$ cat src/rtl/xyz_chroma_skin_classifier_pkg.sv
// Shared types and constants for the face-detection chromaticity stage.
// Includes the FSM state type, the default skin box and the datapath width helpers.
package face_det_pkg;

  typedef enum logic [1:0] {IDLE, DIV, DONE} chroma_state_t;

  // Default skin box in Q1.16: x in [0.30, 0.45], y in [0.28, 0.40].
  localparam int unsigned SKIN_X_MIN = 32'h4CCD;
  localparam int unsigned SKIN_X_MAX = 32'h7333;
  localparam int unsigned SKIN_Y_MIN = 32'h47AE;
  localparam int unsigned SKIN_Y_MAX = 32'h6666;

  function automatic int sum_width(input int data_w);
    return data_w + 2;
  endfunction

  function automatic int rem_width(input int data_w);
    return data_w + 3;
  endfunction

endpackage

$ cat src/rtl/xyz_chroma_skin_classifier_if.sv
// Pixel-in / chromaticity-out handshake bundle for the skin classifier.
// The master is the upstream/downstream pair; the slave is the classifier.
interface xyz_chroma_skin_classifier_if #(
  parameter int DATA_W = 64,
  parameter int Q_W    = 16
) ();

  logic              in_valid;
  logic              in_ready;
  logic [DATA_W-1:0] X_in;
  logic [DATA_W-1:0] Y_in;
  logic [DATA_W-1:0] Z_in;
  logic              out_valid;
  logic              out_ready;
  logic [Q_W:0]      x_chrom;
  logic [Q_W:0]      y_chrom;
  logic              skin;
  logic              zero_sum;

  modport master (
    output in_valid, X_in, Y_in, Z_in, out_ready,
    input  in_ready, out_valid, x_chrom, y_chrom, skin, zero_sum
  );

  modport slave (
    input  in_valid, X_in, Y_in, Z_in, out_ready,
    output in_ready, out_valid, x_chrom, y_chrom, skin, zero_sum
  );

endinterface

$ cat src/rtl/chroma_serial_divider.sv
// Bit-serial restoring divider producing floor((num << Q_W) / div) as a Q_W+1 bit quotient.
// The first quotient bit is resolved on the start edge, the remaining Q_W bits on the following cycles.
module chroma_serial_divider
  import face_det_pkg::*;
#(
  parameter int DATA_W = 64,
  parameter int Q_W    = 16
) (
  input  logic                        Clk,
  input  logic                        Reset,
  input  logic                        start,
  input  logic [DATA_W-1:0]           num,
  input  logic [sum_width(DATA_W)-1:0] div,
  output logic                        busy,
  output logic                        done,
  output logic [Q_W:0]                quo
);

  localparam int SUM_W = sum_width(DATA_W);
  localparam int REM_W = rem_width(DATA_W);
  localparam int CNT_W = $clog2(Q_W + 1);

  logic [REM_W-1:0] rem;
  logic [SUM_W-1:0] div_q;
  logic [CNT_W-1:0] cnt;
  logic [REM_W-1:0] cur_rem;
  logic [REM_W-1:0] div_ext;
  logic [REM_W-1:0] nxt_rem;
  logic [Q_W-1:0]   cur_quo;
  logic             ge;

  // Shifting the remainder instead of the numerator keeps it below 2*div, so DATA_W+3 bits suffice.
  always_comb begin
    cur_rem = start ? REM_W'(num) : rem;
    div_ext = start ? REM_W'(div) : REM_W'(div_q);
    cur_quo = start ? '0 : quo[Q_W-1:0];
    ge      = (cur_rem >= div_ext);
    nxt_rem = ge ? (cur_rem - div_ext) : cur_rem;
  end

  always_ff @(posedge Clk) begin
    if (Reset) begin
      rem   <= '0;
      div_q <= '0;
      cnt   <= '0;
      quo   <= '0;
      busy  <= 1'b0;
      done  <= 1'b0;
    end else begin
      done <= 1'b0;
      if (start) begin
        div_q <= div;
        rem   <= nxt_rem << 1;
        quo   <= {cur_quo, ge};
        cnt   <= '0;
        busy  <= 1'b1;
      end else if (busy) begin
        rem <= nxt_rem << 1;
        quo <= {cur_quo, ge};
        cnt <= cnt + CNT_W'(1);
        if (cnt == CNT_W'(Q_W - 1)) begin
          busy <= 1'b0;
          done <= 1'b1;
        end
      end
    end
  end

endmodule

$ cat src/rtl/xyz_chroma_skin_classifier.sv
// Converts one XYZ triple into chromaticity (x, y) and flags it as skin when it falls in the box.
// Both quotients share the sum divisor and run in lock-step in two serial dividers.
module xyz_chroma_skin_classifier
  import face_det_pkg::*;
#(
  parameter int          DATA_W = 64,
  parameter int          Q_W    = 16,
  parameter int unsigned X_MIN  = SKIN_X_MIN,
  parameter int unsigned X_MAX  = SKIN_X_MAX,
  parameter int unsigned Y_MIN  = SKIN_Y_MIN,
  parameter int unsigned Y_MAX  = SKIN_Y_MAX
) (
  input logic                          Clk,
  input logic                          Reset,
  xyz_chroma_skin_classifier_if.slave  bus
);

  localparam int SUM_W = sum_width(DATA_W);

  chroma_state_t    state;
  logic             zero_q;
  logic             in_ready_q;
  logic             out_valid_q;
  logic [Q_W:0]     x_q;
  logic [Q_W:0]     y_q;
  logic             skin_q;
  logic             zero_sum_q;

  logic [SUM_W-1:0] sum;
  logic             sum_zero;
  logic             start;
  logic             busy_x, busy_y;
  logic             done_x, done_y;
  logic [Q_W:0]     quo_x, quo_y;
  logic             in_box;

  always_comb begin
    sum      = SUM_W'(bus.X_in) + SUM_W'(bus.Y_in) + SUM_W'(bus.Z_in);
    sum_zero = (sum == '0);
    start    = (state == IDLE) && bus.in_valid && !sum_zero;
    in_box   = (32'(quo_x) >= X_MIN) && (32'(quo_x) <= X_MAX) &&
               (32'(quo_y) >= Y_MIN) && (32'(quo_y) <= Y_MAX);
  end

  chroma_serial_divider #(.DATA_W(DATA_W), .Q_W(Q_W)) u_div_x (
    .Clk   (Clk),
    .Reset (Reset),
    .start (start),
    .num   (bus.X_in),
    .div   (sum),
    .busy  (busy_x),
    .done  (done_x),
    .quo   (quo_x)
  );

  chroma_serial_divider #(.DATA_W(DATA_W), .Q_W(Q_W)) u_div_y (
    .Clk   (Clk),
    .Reset (Reset),
    .start (start),
    .num   (bus.Y_in),
    .div   (sum),
    .busy  (busy_y),
    .done  (done_y),
    .quo   (quo_y)
  );

  // A zero sum still spends one cycle in DIV so its result appears one cycle after accept.
  always_ff @(posedge Clk) begin
    if (Reset) begin
      state       <= IDLE;
      zero_q      <= 1'b0;
      in_ready_q  <= 1'b1;
      out_valid_q <= 1'b0;
      x_q         <= '0;
      y_q         <= '0;
      skin_q      <= 1'b0;
      zero_sum_q  <= 1'b0;
    end else begin
      case (state)
        IDLE: begin
          if (bus.in_valid) begin
            state      <= DIV;
            zero_q     <= sum_zero;
            in_ready_q <= 1'b0;
          end
        end
        DIV: begin
          if (zero_q) begin
            state       <= DONE;
            out_valid_q <= 1'b1;
            x_q         <= '0;
            y_q         <= '0;
            skin_q      <= 1'b0;
            zero_sum_q  <= 1'b1;
          end else if (done_x && done_y && !busy_x && !busy_y) begin
            state       <= DONE;
            out_valid_q <= 1'b1;
            x_q         <= quo_x;
            y_q         <= quo_y;
            skin_q      <= in_box;
            zero_sum_q  <= 1'b0;
          end
        end
        DONE: begin
          if (bus.out_ready) begin
            state       <= IDLE;
            out_valid_q <= 1'b0;
            in_ready_q  <= 1'b1;
          end
        end
        default: state <= IDLE;
      endcase
    end
  end

  assign bus.in_ready  = in_ready_q;
  assign bus.out_valid = out_valid_q;
  assign bus.x_chrom   = x_q;
  assign bus.y_chrom   = y_q;
  assign bus.skin      = skin_q;
  assign bus.zero_sum  = zero_sum_q;

endmodule
$ cat src/flat_wrapper.sv
// flat-port wrapper written by rule: the top's interface ports become plain ports
module xyz_chroma_skin_classifier_flat import face_det_pkg::*;
#(
  parameter int          DATA_W = 64,
  parameter int          Q_W    = 16,
  parameter int unsigned X_MIN  = SKIN_X_MIN,
  parameter int unsigned X_MAX  = SKIN_X_MAX,
  parameter int unsigned Y_MIN  = SKIN_Y_MIN,
  parameter int unsigned Y_MAX  = SKIN_Y_MAX
)
  (Clk, Reset, bus_in_valid, bus_X_in, bus_Y_in, bus_Z_in, bus_out_ready, bus_in_ready, bus_out_valid, bus_x_chrom, bus_y_chrom, bus_skin, bus_zero_sum);
  xyz_chroma_skin_classifier_if #(.DATA_W(DATA_W), .Q_W(Q_W)) bus_i ();
  input logic Clk;
  input logic Reset;
  input wire logic [$bits(bus_i.in_valid)-1:0] bus_in_valid;
  input wire logic [$bits(bus_i.X_in)-1:0] bus_X_in;
  input wire logic [$bits(bus_i.Y_in)-1:0] bus_Y_in;
  input wire logic [$bits(bus_i.Z_in)-1:0] bus_Z_in;
  input wire logic [$bits(bus_i.out_ready)-1:0] bus_out_ready;
  output wire logic [$bits(bus_i.in_ready)-1:0] bus_in_ready;
  output wire logic [$bits(bus_i.out_valid)-1:0] bus_out_valid;
  output wire logic [$bits(bus_i.x_chrom)-1:0] bus_x_chrom;
  output wire logic [$bits(bus_i.y_chrom)-1:0] bus_y_chrom;
  output wire logic [$bits(bus_i.skin)-1:0] bus_skin;
  output wire logic [$bits(bus_i.zero_sum)-1:0] bus_zero_sum;
  assign bus_i.in_valid = bus_in_valid;
  assign bus_i.X_in = bus_X_in;
  assign bus_i.Y_in = bus_Y_in;
  assign bus_i.Z_in = bus_Z_in;
  assign bus_i.out_ready = bus_out_ready;
  assign bus_in_ready = bus_i.in_ready;
  assign bus_out_valid = bus_i.out_valid;
  assign bus_x_chrom = bus_i.x_chrom;
  assign bus_y_chrom = bus_i.y_chrom;
  assign bus_skin = bus_i.skin;
  assign bus_zero_sum = bus_i.zero_sum;
  xyz_chroma_skin_classifier #(.DATA_W(DATA_W), .Q_W(Q_W), .X_MIN(X_MIN), .X_MAX(X_MAX), .Y_MIN(Y_MIN), .Y_MAX(Y_MAX)) u_core (.Clk(Clk), .Reset(Reset), .bus(bus_i));
endmodule
$ cat config.mk
export PLATFORM = sky130hd
export DESIGN_NAME = xyz_chroma_skin_classifier_flat
export DESIGN_NICKNAME = d
export VERILOG_FILES = /design/src/rtl/xyz_chroma_skin_classifier_pkg.sv /design/src/rtl/xyz_chroma_skin_classifier_if.sv /design/src/rtl/chroma_serial_divider.sv /design/src/rtl/xyz_chroma_skin_classifier.sv /design/src/flat_wrapper.sv
export SDC_FILE = /design/constraint.sdc
export NUM_CORES = 1
export LEC_CHECK = 0
export CORE_ASPECT_RATIO = 0.9
export CORE_UTILIZATION = 30
export DETAILED_ROUTE_END_ITERATION = 16
export PLACE_DENSITY = 0.46
export SLEW_MARGIN = 10
export SYNTH_ARGS = -nofsm -noshare
export SYNTH_HDL_FRONTEND = slang
export SYNTH_SLANG_ARGS = --single-unit
$ cat constraint.sdc
create_clock -name Clk -period 12.3 [get_ports Clk]
set_clock_uncertainty 0.2 [all_clocks]
set_input_delay 1.23 -clock Clk [delete_from_list [all_inputs] [get_ports Clk]]
set_output_delay 1.23 -clock Clk [all_outputs]
set_load 0.05 [all_outputs]
; ---- Yosys cells after proc, flatten, opt, wreduce, memory -nomap -nowiden
; Index checks and enable logic that the tools add are counted.
[classes]
addsub = 6
mul = 0
shifts = 0
n_eq_ne = 7
magnitude_cmp = 6
bitwise = 2
muxes = 43
div = 0
reduce_logical = 26
[op_table]
columns = op, n
row1 = 2-to-1 mux 67 bit, 6
row2 = 2-to-1 mux 66 bit, 3
row3 = 2-to-1 mux 17 bit, 8
row4 = >= comparator 67 x 66 -> 1 bit, 2
row5 = subtractor 66 bit, 2
row6 = adder 66 x 64 -> 66 bit, 1
row7 = zero test 66 bit, 1
row8 = adder 64 x 64 -> 65 bit, 1
row9 = >= comparator 17 x 15 -> 1 bit (second input constant), 2
row10 = <= comparator 17 x 15 -> 1 bit (second input constant), 2
row11 = 2-to-1 mux 16 bit, 2
row12 = 2-to-1 mux 1 bit, 17
row13 = adder 5 x 1 -> 5 bit (second input constant), 2
row14 = == test 5 x 4 -> 1 bit (second input constant), 2
row15 = nonzero test 2 bit, 5
row16 = AND reduction 3 bit, 3
row17 = logical AND 1 bit, 8
row18 = 2-to-1 mux 2 bit, 4
row19 = one-hot mux 2 bit (3 select lines), 1
row20 = OR reduction 3 bit, 2
row21 = inequality test 2 bit (second input constant), 2
row22 = one-hot mux 1 bit (2 select lines), 2
row23 = AND reduction 2 bit, 2
row24 = zero test 1 bit, 3
row25 = 6 further kinds, 7
[word_totals]
latch_bits = 0
elab_cells = 109
input_bits = 196
mem_bits_ro = 0
ramBits = 0
register_bits = 287
memories = 0

; ---- Logic depth before layout (Yosys ltp)
; Gate-level depths: netlist of the first run.
[logic_depth]
ltp_word = 10
depth_mapped = 52
ltp_nobuf = 47

; ---- Hierarchy
; From an unflattened synthesis of the first run, not the netlist that was laid out.
[hier_totals]
hier_cells = 3825
area_unflattened_um2 = 31047.3
[by_module_without_submodules]
columns = mod, area_each_um2, n_inst, cells_per_inst
row1 = chroma_serial_divider at u_core.u_div_x, 11438.5, 1, 1367
row2 = chroma_serial_divider at u_core.u_div_y, 10941.7, 1, 1354
row3 = xyz_chroma_skin_classifier, 8667.1, 1, 1104

; ---- Worst setup path after synthesis of the first run
; OpenSTA, ideal clock, no wires.
[synth_timing]
path_type = in2reg
startpoint = input bus_Y_in[8]
endpoint = register u_core.u_div_y.rem[63]
n_path_buf = 6
arrival_ps = 10846
path_stages = 49
slack_ps = 1169
setup_ps = 86
path_cell_list = ha_1 a21o_1 a21o_1 a21o_1 a21oi_1 or4_1 a21o_1 a22oi_1 a31o_2 a31oi_1 nor3_1 o41ai_1 o211ai_1 o31ai_1 nor3_1 ha_1 clkbuf_1 a21o_1 [13 not listed] mux2i_1 ha_1 o21ai_0 o21bai_1 o2111a_1 o21a_1 o2111a_1 a211o_1 o31a_1 a311oi_1 o21bai_1 a21oi_1 a21oi_1 o21ba_2 buf_2 buf_2 nand2_1 a211oi_1
[synth_between]
elab_chain_cells = 10
elab_cells_between_ends = 13
classes_between = 3 x add/sub / 1 x order compare / 5 x mux / 4 x reduce/logical
[synth_lines]
columns = element, line
row1 = "start, declared", flat_wrapper.sv:17  ; input wire logic [$bits(bus_i.Y_in)-1:0] bus_Y_in;
row2 = adder 64 x 64 -> 65 bit, xyz_chroma_skin_classifier.sv:38  ; sum = SUM_W'(bus.X_in) + SUM_W'(bus.Y_in) + SUM_W'(bus.Z_in);
row3 = adder 66 x 64 -> 66 bit, xyz_chroma_skin_classifier.sv:38
row4 = zero test 66 bit, xyz_chroma_skin_classifier.sv:39  ; sum_zero = (sum == '0);
row5 = zero test 1 bit, xyz_chroma_skin_classifier.sv:40  ; start = (state == IDLE) && bus.in_valid && !sum_zero;
row6 = logical AND 1 bit, xyz_chroma_skin_classifier.sv:40
row7 = 2-to-1 mux 67 bit / 2-to-1 mux 66 bit (equally long branches), -
row8 = subtractor 66 bit / >= comparator 67 x 66 -> 1 bit (equally long branches), "chroma_serial_divider.sv:38, chroma_serial_divider.sv:37"
row9 = 2-to-1 mux 66 bit, chroma_serial_divider.sv:38  ; nxt_rem = ge ? (cur_rem - div_ext) : cur_rem;
row10 = 2-to-1 mux 67 bit, chroma_serial_divider.sv:57  ; end else if (busy) begin
row11 = 2-to-1 mux 67 bit, chroma_serial_divider.sv:51  ; if (start) begin
row12 = "end signal, assigned", chroma_serial_divider.sv:53  ; rem <= nxt_rem << 1;
row13 = "end signal, assigned", chroma_serial_divider.sv:58  ; rem <= nxt_rem << 1;
row14 = "end, declared", chroma_serial_divider.sv:23  ; logic [REM_W-1:0] rem;
; Several ways; a longest one is shown, not always the timed one. The select of a mux whose other input is x is not followed.
; A chain may end at the register's enable or synchronous reset.

; ---- Worst setup path in the final report of the first run
[layout_timing]
startpoint = input bus_Y_in[20]
endpoint = register u_core.u_div_y.rem[3]
; Same word-level chain as after synthesis.

==> report_table.html, run 1 <==
<table>
<tr><th>Metric</th><th>Value</th></tr>
<tr><th colspan="2">Timing</th></tr>
<tr><td>Relative max-transition margin</td><td>20.04%</td></tr>
<tr><td>Setup repair after global routing missed its margin</td><td>true</td></tr>
<tr><td>Total count of hold-check failures in the final report</td><td>0</td></tr>
<tr><td>Final Cycle Share</td><td>97.18%</td></tr>
<tr><td>Pins Over Slew Limit</td><td>0</td></tr>
<tr><td>Min Tclk post-route</td><td>11950 ps</td></tr>
<tr><td>Count of endpoints failing setup in the final report</td><td>0</td></tr>
<tr><td>Actual transition at the worst max-transition pin</td><td>1192 ps</td></tr>
<tr><td>Max frequency</td><td>83.66 MHz</td></tr>
<tr><th colspan="2">Floorplanning</th></tr>
<tr><td>FP Rows</td><td>108</td></tr>
<tr><td>Starting Density</td><td>30.35%</td></tr>
<tr><td>Chip height</td><td>298.6 µm</td></tr>
<tr><td>Placeable core region</td><td>96620 µm²</td></tr>
<tr><td>Die width</td><td>331.6 µm</td></tr>
<tr><td>Die footprint</td><td>99010 µm²</td></tr>
<tr><td>Number of top-level pins</td><td>234</td></tr>
<tr><th colspan="2">Clock network</th></tr>
<tr><td>Clock H-tree levels</td><td>2</td></tr>
<tr><td>Clock tree from TritonCTS</td><td>built</td></tr>
<tr><td>Longest Clk Path Bufs</td><td>3</td></tr>
<tr><td>Post-cts hold buffer count</td><td>0</td></tr>
<tr><td>CTS Sinks</td><td>287</td></tr>
<tr><td>Skew-Pair Late Insertion Delay</td><td>570 ps</td></tr>
<tr><td>Clock Root Buffer</td><td>sky130_fd_sc_hd__clkbuf_16</td></tr>
<tr><td>Clk slew on worst S/H paths</td><td>60 ps</td></tr>
<tr><td>TritonCTS buffer count</td><td>37</td></tr>
<tr><th colspan="2">Drt</th></tr>
<tr><td>DRT Wirelength</td><td>133900 µm</td></tr>
<tr><td>Number of routed nets with antenna violations</td><td>0</td></tr>
<tr><td>Via count</td><td>33870</td></tr>
<tr><td>WL/cell</td><td>20.83 µm</td></tr>
<tr><td># DRC</td><td>0</td></tr>
<tr><td>Length of the first detailed-routing pass in iterations</td><td>5</td></tr>
<tr><td>Iteration-0 DRC Markers</td><td>2381</td></tr>
<tr><td>Number of vias per cell</td><td>5.270</td></tr>
<tr><th colspan="2">Final layout</th></tr>
<tr><td>Area of all placed cells without fillers</td><td>43930 µm²</td></tr>
<tr><td>Commonest cells after routing, fill and taps aside</td><td>sky130_fd_sc_hd__buf_4, sky130_fd_sc_hd__nor2_1, sky130_fd_sc_hd__a21oi_1</td></tr>
<tr><td>Syn-to-layout area delta</td><td>49.80%</td></tr>
<tr><td>Post-Route Utilization</td><td>45.47%</td></tr>
<tr><td>Most frequent standard cell in the layout excluding fill and tap cells</td><td>sky130_fd_sc_hd__buf_4</td></tr>
<tr><td>Net count reported at finish</td><td>5611</td></tr>
<tr><td>Share of post-route cells with drive strength above 1</td><td>30.38%</td></tr>
<tr><th colspan="2">Critical path</th></tr>
<tr><td>Worst Setup Start Kind</td><td>input pin</td></tr>
<tr><td>Endpoint kind of the worst setup timing path</td><td>flop</td></tr>
<tr><td>CP required</td><td>12560 ps</td></tr>
<tr><td>CP max stage cell</td><td>sky130_fd_sc_hd__or4_4</td></tr>
<tr><td>Worst setup path category</td><td>in2reg</td></tr>
<tr><td>Critical path peak fanout</td><td>11</td></tr>
<tr><td>Most frequent CP cell</td><td>sky130_fd_sc_hd__a21oi_2</td></tr>
<tr><td>Largest stage delay on the critical path</td><td>620 ps</td></tr>
<tr><td>Data arrival, critical path</td><td>12220 ps</td></tr>
<tr><td>Depth of the worst register-to-register path</td><td>27</td></tr>
<tr><th colspan="2">Yosys</th></tr>
<tr><td>Async set or reset register ratio after synthesis</td><td>0%</td></tr>
<tr><td>Number of synthesized flops with an enable pin</td><td>0</td></tr>
<tr><td>Top-area cell type share of the netlist area</td><td>19.59%</td></tr>
<tr><td>Main area contributors after synthesis</td><td>sky130_fd_sc_hd__dfxtp_1, sky130_fd_sc_hd__ha_1, sky130_fd_sc_hd__a21oi_1</td></tr>
<tr><td>Number of distinct library cells after synthesis</td><td>94</td></tr>
<tr><td>Syn Inst Count</td><td>3867</td></tr>
<tr><td>Number of warnings printed during yosys synthesis</td><td>0</td></tr>
<tr><td>Largest area contributor in the synthesized netlist</td><td>sky130_fd_sc_hd__dfxtp_1</td></tr>
<tr><td>Netlist Area Pre-Place</td><td>29330 µm²</td></tr>
<tr><td>Top FF cell, synth</td><td>sky130_fd_sc_hd__dfxtp_1</td></tr>
<tr><td>Sequential element share of the synthesized area</td><td>19.59%</td></tr>
<tr><td>Flip-flop and latch count after synthesis</td><td>287</td></tr>
<tr><td>Mean instance size in the synthesized netlist</td><td>7.584 µm²</td></tr>
<tr><td>Post-Synthesis Net Count</td><td>4344</td></tr>
<tr><th colspan="2">Hold path</th></tr>
<tr><td>Hold Path Stages</td><td>2</td></tr>
<tr><td>Type of the most critical hold path</td><td>reg2reg</td></tr>
<tr><th colspan="2">Global routing</th></tr>
<tr><td>Wire length of the first global-routing pass</td><td>198500 µm</td></tr>
<tr><td>Pin count of the biggest net entering global routing</td><td>87</td></tr>
<tr><td>Vias in the first global route</td><td>32360</td></tr>
<tr><td>Antenna violations before repair</td><td>6</td></tr>
<tr><td>Global route total overflow</td><td>0</td></tr>
<tr><td>Total GRT Usage</td><td>25.82%</td></tr>
<tr><th colspan="2">Power and ir drop</th></tr>
<tr><td>Psw</td><td>5.905 mW</td></tr>
<tr><td>Power share of the clock group</td><td>8.8%</td></tr>
<tr><td>Total leakage power</td><td>19.57 nW</td></tr>
<tr><td>Flop pwr share</td><td>10.5%</td></tr>
<tr><td>Maximum resistive drop on vdd</td><td>0.1847 mV</td></tr>
<tr><td>Internal</td><td>6.951 mW</td></tr>
<tr><td>Logic pwr share</td><td>80.6%</td></tr>
<tr><td>Power Density</td><td>292.6 nW/µm²</td></tr>
<tr><td>Switching Share</td><td>45.93%</td></tr>
<tr><th colspan="2">Run</th></tr>
<tr><td>Max-cap check violation count</td><td>0</td></tr>
<tr><th colspan="2">Placed design</th></tr>
<tr><td>Detailed placer's ending HPWL</td><td>109000 µm</td></tr>
<tr><td>Total cell area at the placement stage</td><td>41580 µm²</td></tr>
<tr><td>I/O Buffers</td><td>233</td></tr>
<tr><td>Routability-driven placement congestion ratio</td><td>0.9812</td></tr>
<tr><th colspan="2">Outcome</th></tr>
<tr><td>Run status</td><td>finished, final reports clean</td></tr>
</table>
-- metal layers --
layer | wire (µm) | global-route usage [%]
met3 | 7117 | 3.089
met2 | 57350 | 40.17
met5 | 40 | 0
met4 | 3016 | 5.504
met1 | 66340 | 37.82
-- stage by stage --
stage / power (mW) / std cells / setup TNS [ps] / setup slack (ps) / hold WS [ps]
finish: 12.86 / 6428 / 0 / 346.3 / 262.3
global route: 13.78 / 6426 / -1062 / -69.24 / 291.8
CTS: 12.49 / 6406 / -16.37 / -16.37 / 263.1
detailed placement: 11.19 / 6333 / -205990 / -1720 / 256.2
global placement: 11.22 / 6333 / -220980 / -1842 / 247.9
floorplan: 6.577 / 3867 / 0 / 1169 / 236.5
-- worst max-delay path: cells and delay by family --
family	cells	cell delay, ps
multiplexers	1	310
AND/OR/NAND/NOR	11	2760
adder cells (fa/ha/maj)	3	880
buffers and inverters	11	2060
AO/OA/AOI/OAI	25	4660
XOR/XNOR	1	260
-- worst paths after layout --
check                                     start                    end  slack [ps]
worst max-delay path               bus_Y_in[20]  u_core.u_div_y.rem[3]         350
worst min-delay path            u_core.bus.skin        u_core.bus.skin         260
worst max register to register  u_core.state[0]  u_core.u_div_y.rem[3]        6350
worst min register to register  u_core.bus.skin        u_core.bus.skin         260
-- synthesized netlist by cell type, types with 20 or more instances --
cell                       count
sky130_fd_sc_hd__o21a_1       42
sky130_fd_sc_hd__buf_2        58
sky130_fd_sc_hd__mux2_2      128
sky130_fd_sc_hd__nor3_1       44
sky130_fd_sc_hd__inv_1        82
sky130_fd_sc_hd__xor2_1       81
sky130_fd_sc_hd__nor3b_1      39
sky130_fd_sc_hd__nor2_1      450
sky130_fd_sc_hd__nand2b_1     35
sky130_fd_sc_hd__dfxtp_1     287
sky130_fd_sc_hd__nor4bb_1     46
sky130_fd_sc_hd__xnor2_1     151
sky130_fd_sc_hd__clkbuf_1    165
sky130_fd_sc_hd__ha_1        277
sky130_fd_sc_hd__a31oi_1      84
sky130_fd_sc_hd__mux2i_1      91
sky130_fd_sc_hd__o211ai_1     31
sky130_fd_sc_hd__o21bai_1     48
sky130_fd_sc_hd__o21ai_0     179
sky130_fd_sc_hd__a211oi_1    145
sky130_fd_sc_hd__nor2b_1      33
sky130_fd_sc_hd__a21o_1      145
sky130_fd_sc_hd__a21oi_1     449
sky130_fd_sc_hd__nand4_1      81
sky130_fd_sc_hd__nand2_1     286
sky130_fd_sc_hd__and2_1       20
sky130_fd_sc_hd__nand3_1      81
sky130_fd_sc_hd__and3_1       28
-- power by group through the flow --
| stage | registers, mW | clock network, mW | logic, mW |
|---|---|---|---|
| after floorplan | 1.32 | 0 | 5.26 |
| after global placement | 1.36 | 0 | 9.86 |
| after detailed placement | 1.37 | 0 | 9.82 |
| after CTS | 1.35 | 1.17 | 9.97 |
| after global routing | 1.39 | 1.20 | 11.2 |
| final | 1.35 | 1.14 | 10.4 |
-- repair_timing --
| action | 4_1_cts | 5_1_grt |
|---|---|---|
| setup buffers | 6 | 15 |
| gates cloned | 1 | 5 |
| endpoints found under the setup margin | 134 | 134 |
| gates resized for setup | 50 | 114 |
| endpoints found under the hold margin | 0 | 0 |
| pin swaps | 16 | 29 |
-- cell type report --
cell class / instances / area, µm²
flip-flops and latches: 287 / 5748
clock buffers: 48 / 1027
clock inverters: 18 / 202.7
fillers: 9797 / 52690
multi-input cells: 3262 / 23010
well taps: 1265 / 1583
diodes: 2 / 5.005
inverters: 83 / 311.5
repair buffers: 1463 / 12040
-- state kept, by name (all words and copies together), names as in the netlist --
register	flops
u_core.bus.in_ready	1
u_core.bus.out_valid	1
u_core.bus.skin	1
u_core.bus.x_chrom	17
u_core.bus.y_chrom	17
u_core.bus.zero_sum	1
u_core.state	2
u_core.u_div_x.busy	1
u_core.u_div_x.cnt	5
u_core.u_div_x.div_q	66
u_core.u_div_x.done	1
u_core.u_div_x.quo	17
u_core.u_div_x.rem	66
u_core.u_div_y.busy	1
u_core.u_div_y.cnt	5
u_core.u_div_y.done	1
u_core.u_div_y.quo	17
u_core.u_div_y.rem	66
u_core.zero_q	1
-- cell families (layout without fill, tap and decap cells) --
kind of cell	Yosys count	in the layout	share of synthesized area (%)
flip-flops	287	287	19.59
adder cells (fa/ha/maj)	281	281	12.09
XOR/XNOR	232	232	6.929
buffers and inverters	318	1612	4.442
multiplexers	219	219	8.021
other	0	2	0
AND/OR/NAND/NOR	1231	1231	20.53
AO/OA/AOI/OAI	1299	1299	28.40
Power figures use the tool's default switching activity.
==> run 2: changes to the inputs <==
- CTS_BUF_LIST: default -> sky130_fd_sc_hd__clkbuf_4
- MAX_ROUTING_LAYER: default -> met4
- RECOVER_POWER: default -> 100
==> report_table.html, run 2 (same netlist as run 1, synthesis figures left out) <==
<table>
<tr><th>Metric</th><th>Value</th></tr>
<tr><th colspan="2">Floorplanning</th></tr>
<tr><td>Starting Density</td><td>30.35%</td></tr>
<tr><td>FP Rows</td><td>108</td></tr>
<tr><td>Die width</td><td>331.6 µm</td></tr>
<tr><td>Die footprint</td><td>99010 µm²</td></tr>
<tr><td>Placeable core region</td><td>96620 µm²</td></tr>
<tr><td>Number of top-level pins</td><td>234</td></tr>
<tr><td>Chip height</td><td>298.6 µm</td></tr>
<tr><th colspan="2">Outcome</th></tr>
<tr><td>Violations in the final reports</td><td>max-capacitance violations, max-slew violations</td></tr>
<tr><td>Run status</td><td>finished, violations left</td></tr>
<tr><th colspan="2">Global routing</th></tr>
<tr><td>Antenna violations before repair</td><td>5</td></tr>
<tr><td>Vias in the first global route</td><td>32820</td></tr>
<tr><td>Total GRT Usage</td><td>26.80%</td></tr>
<tr><td>Pin count of the biggest net entering global routing</td><td>104</td></tr>
<tr><td>Wire length of the first global-routing pass</td><td>199800 µm</td></tr>
<tr><td>Global route total overflow</td><td>0</td></tr>
<tr><th colspan="2">Timing</th></tr>
<tr><td>Setup total negative slack</td><td>0 ps</td></tr>
<tr><td>Final Cycle Share</td><td>96.63%</td></tr>
<tr><td>Relative max-transition margin</td><td>-87.93%</td></tr>
<tr><td>Max frequency</td><td>84.13 MHz</td></tr>
<tr><td>Pins Over Slew Limit</td><td>72</td></tr>
<tr><td>Total count of hold-check failures in the final report</td><td>0</td></tr>
<tr><td>Setup repair after global routing missed its margin</td><td>false</td></tr>
<tr><td>Worst slack on hold paths</td><td>253.6 ps</td></tr>
<tr><td>Count of endpoints failing setup in the final report</td><td>0</td></tr>
<tr><td>Actual transition at the worst max-transition pin</td><td>2819 ps</td></tr>
<tr><td>Min Tclk post-route</td><td>11890 ps</td></tr>
<tr><td>Worst Slack Setup Final</td><td>414.0 ps</td></tr>
<tr><th colspan="2">Critical path</th></tr>
<tr><td>Largest stage delay on the critical path</td><td>530 ps</td></tr>
<tr><td>Worst setup path category</td><td>in2reg</td></tr>
<tr><td>R2R Setup Slk</td><td>6260 ps</td></tr>
<tr><td>Depth of the worst register-to-register path</td><td>24</td></tr>
<tr><td>Crit path launch</td><td>bus_Y_in[4]</td></tr>
<tr><td>Critical path peak fanout</td><td>21</td></tr>
<tr><td>CP max stage cell</td><td>sky130_fd_sc_hd__or4_4</td></tr>
<tr><td>Data arrival, critical path</td><td>12340 ps</td></tr>
<tr><td>Worst Setup Start Kind</td><td>input pin</td></tr>
<tr><td>CP required</td><td>12760 ps</td></tr>
<tr><td>Startpoint of the most critical register-to-register path</td><td>u_core.state[1]</td></tr>
<tr><td>Endpoint of the worst register-to-register path</td><td>u_core.u_div_x.rem[45]</td></tr>
<tr><td>Most frequent CP cell</td><td>sky130_fd_sc_hd__buf_4</td></tr>
<tr><td>Endpoint kind of the worst setup timing path</td><td>flop</td></tr>
<tr><th colspan="2">Drt</th></tr>
<tr><td>Number of vias per cell</td><td>5.265</td></tr>
<tr><td>Via count</td><td>34040</td></tr>
<tr><td>Iteration-0 DRC Markers</td><td>2433</td></tr>
<tr><td>Length of the first detailed-routing pass in iterations</td><td>5</td></tr>
<tr><td>DRT Wirelength</td><td>134600 µm</td></tr>
<tr><td>Number of routed nets with antenna violations</td><td>0</td></tr>
<tr><td>WL/cell</td><td>20.82 µm</td></tr>
<tr><td># DRC</td><td>0</td></tr>
<tr><th colspan="2">Clock network</th></tr>
<tr><td>Post-cts hold buffer count</td><td>0</td></tr>
<tr><td>Longest Clk Path Bufs</td><td>3</td></tr>
<tr><td>Skew-Pair Late Insertion Delay</td><td>880 ps</td></tr>
<tr><td>Clock tree from TritonCTS</td><td>built</td></tr>
<tr><td>CTS Sinks</td><td>287</td></tr>
<tr><td>Clk slew on worst S/H paths</td><td>70 ps</td></tr>
<tr><td>TritonCTS buffer count</td><td>86</td></tr>
<tr><td>Clock Root Buffer</td><td>sky130_fd_sc_hd__clkbuf_4</td></tr>
<tr><td>Clock H-tree levels</td><td>3</td></tr>
<tr><th colspan="2">Final layout</th></tr>
<tr><td>Largest registers</td><td>u_core.u_div_x.div_q x66, u_core.u_div_x.rem x66, u_core.u_div_y.rem x66</td></tr>
<tr><td>Post-Route Utilization</td><td>44.57%</td></tr>
<tr><td>Fill count</td><td>9937</td></tr>
<tr><td>Sequential standard cell area</td><td>5748 µm²</td></tr>
<tr><td>Area of all placed cells without fillers</td><td>43060 µm²</td></tr>
<tr><td>Syn-to-layout area delta</td><td>46.83%</td></tr>
<tr><td>Share of post-route cells with drive strength above 1</td><td>29.36%</td></tr>
<tr><td>Net count reported at finish</td><td>5618</td></tr>
<tr><td>Final instance count without filler cells</td><td>6465</td></tr>
<tr><td>Most frequent standard cell in the layout excluding fill and tap cells</td><td>sky130_fd_sc_hd__buf_4</td></tr>
<tr><td>Commonest cells after routing, fill and taps aside</td><td>sky130_fd_sc_hd__buf_4, sky130_fd_sc_hd__nor2_1, sky130_fd_sc_hd__a21oi_1</td></tr>
<tr><td>Total area of multi-input combinational cells</td><td>22850 µm²</td></tr>
<tr><th colspan="2">Power and ir drop</th></tr>
<tr><td>Power Density</td><td>290.7 nW/µm²</td></tr>
<tr><td>Total leakage power</td><td>19.28 nW</td></tr>
<tr><td>Overall power consumption</td><td>12.52 mW</td></tr>
<tr><td>Maximum resistive drop on vdd</td><td>0.1814 mV</td></tr>
<tr><th colspan="2">Hold path</th></tr>
<tr><td>Type of the most critical hold path</td><td>reg2reg</td></tr>
<tr><td>Hold Path Origin</td><td>u_core.bus.skin</td></tr>
<tr><td>Worst hold endpoint</td><td>u_core.bus.skin</td></tr>
<tr><td>Hold Path Stages</td><td>2</td></tr>
<tr><th colspan="2">Placed design</th></tr>
<tr><td>Detailed placer's ending HPWL</td><td>108800 µm</td></tr>
<tr><td>I/O Buffers</td><td>233</td></tr>
<tr><td>Total cell area at the placement stage</td><td>41290 µm²</td></tr>
<tr><td>Post-Place Cells</td><td>6296</td></tr>
<tr><td>Worst slack, placed</td><td>-2067 ps</td></tr>
<tr><td>Routability-driven placement congestion ratio</td><td>1.003</td></tr>
<tr><th colspan="2">Run</th></tr>
<tr><td>Max-cap check violation count</td><td>1</td></tr>
</table>
==> run 2: worst max-delay path, delay by kind of cell <==
family,cells,cell delay [ps]
xor gates and xnor gates,1,320
buffers and inverters,14,2630
AOI/OAI and AO/OA,22,3540
muxes,1,280
and+or+nand+nor,12,3270
adders and majority gates,3,990
==> run 2: cell type report <==
class / instances / share of cell area, %
clock inverters: 29 / 0.4301
inverters: 83 / 0.7235
multi-input cells: 3262 / 53.06
flip-flops and latches: 287 / 13.35
diodes: 6 / 0.03487
clock buffers: 112 / 1.953
repair buffers: 1421 / 26.77
well taps: 1265 / 3.676
==> run 2: repair_timing <==
| action | 4_1_cts | 5_1_grt |
|---|---|---|
| endpoints found under the setup margin | 134 | 134 |
| setup buffers | 3 | 13 |
| gates resized for setup | 31 | 95 |
| endpoints found under the hold margin | 0 | 0 |
| pin swaps | 7 | 27 |
| gates cloned | 0 | 6 |
==> run 2: how the worst max path moves through the flow <==
stage,endpoint,slack [ps]
after floorplan,u_core.u_div_y.rem[63],1170
after global placement,u_core.u_div_x.rem[45],-2200
after detailed placement,u_core.u_div_x.rem[45],-2070
after CTS,u_core.u_div_x.rem[45],-30
after global routing,u_core.u_div_y.rem[36],20
final,u_core.u_div_x.rem[45],410
==> run 2: metal layers <==
layer	track usage, %	vias to the layer above	part of all wire, %
met5	-	-	0
met2	40.08	864	43
met3	2.803	144	5.2
li1	-	16940	-
met4	6.257	0	2.1
met1	38.34	16090	50
==> run 2: where the power goes <==
| group | internal (mW) | switching (mW) | total [mW] |
|---|---|---|---|
| clock | 0.464 | 0.469 | 0.934 |
| sequential | 1.20 | 0.148 | 1.35 |
| combinational | 4.94 | 5.29 | 10.2 |
| total | 6.61 | 5.91 | 12.5 |
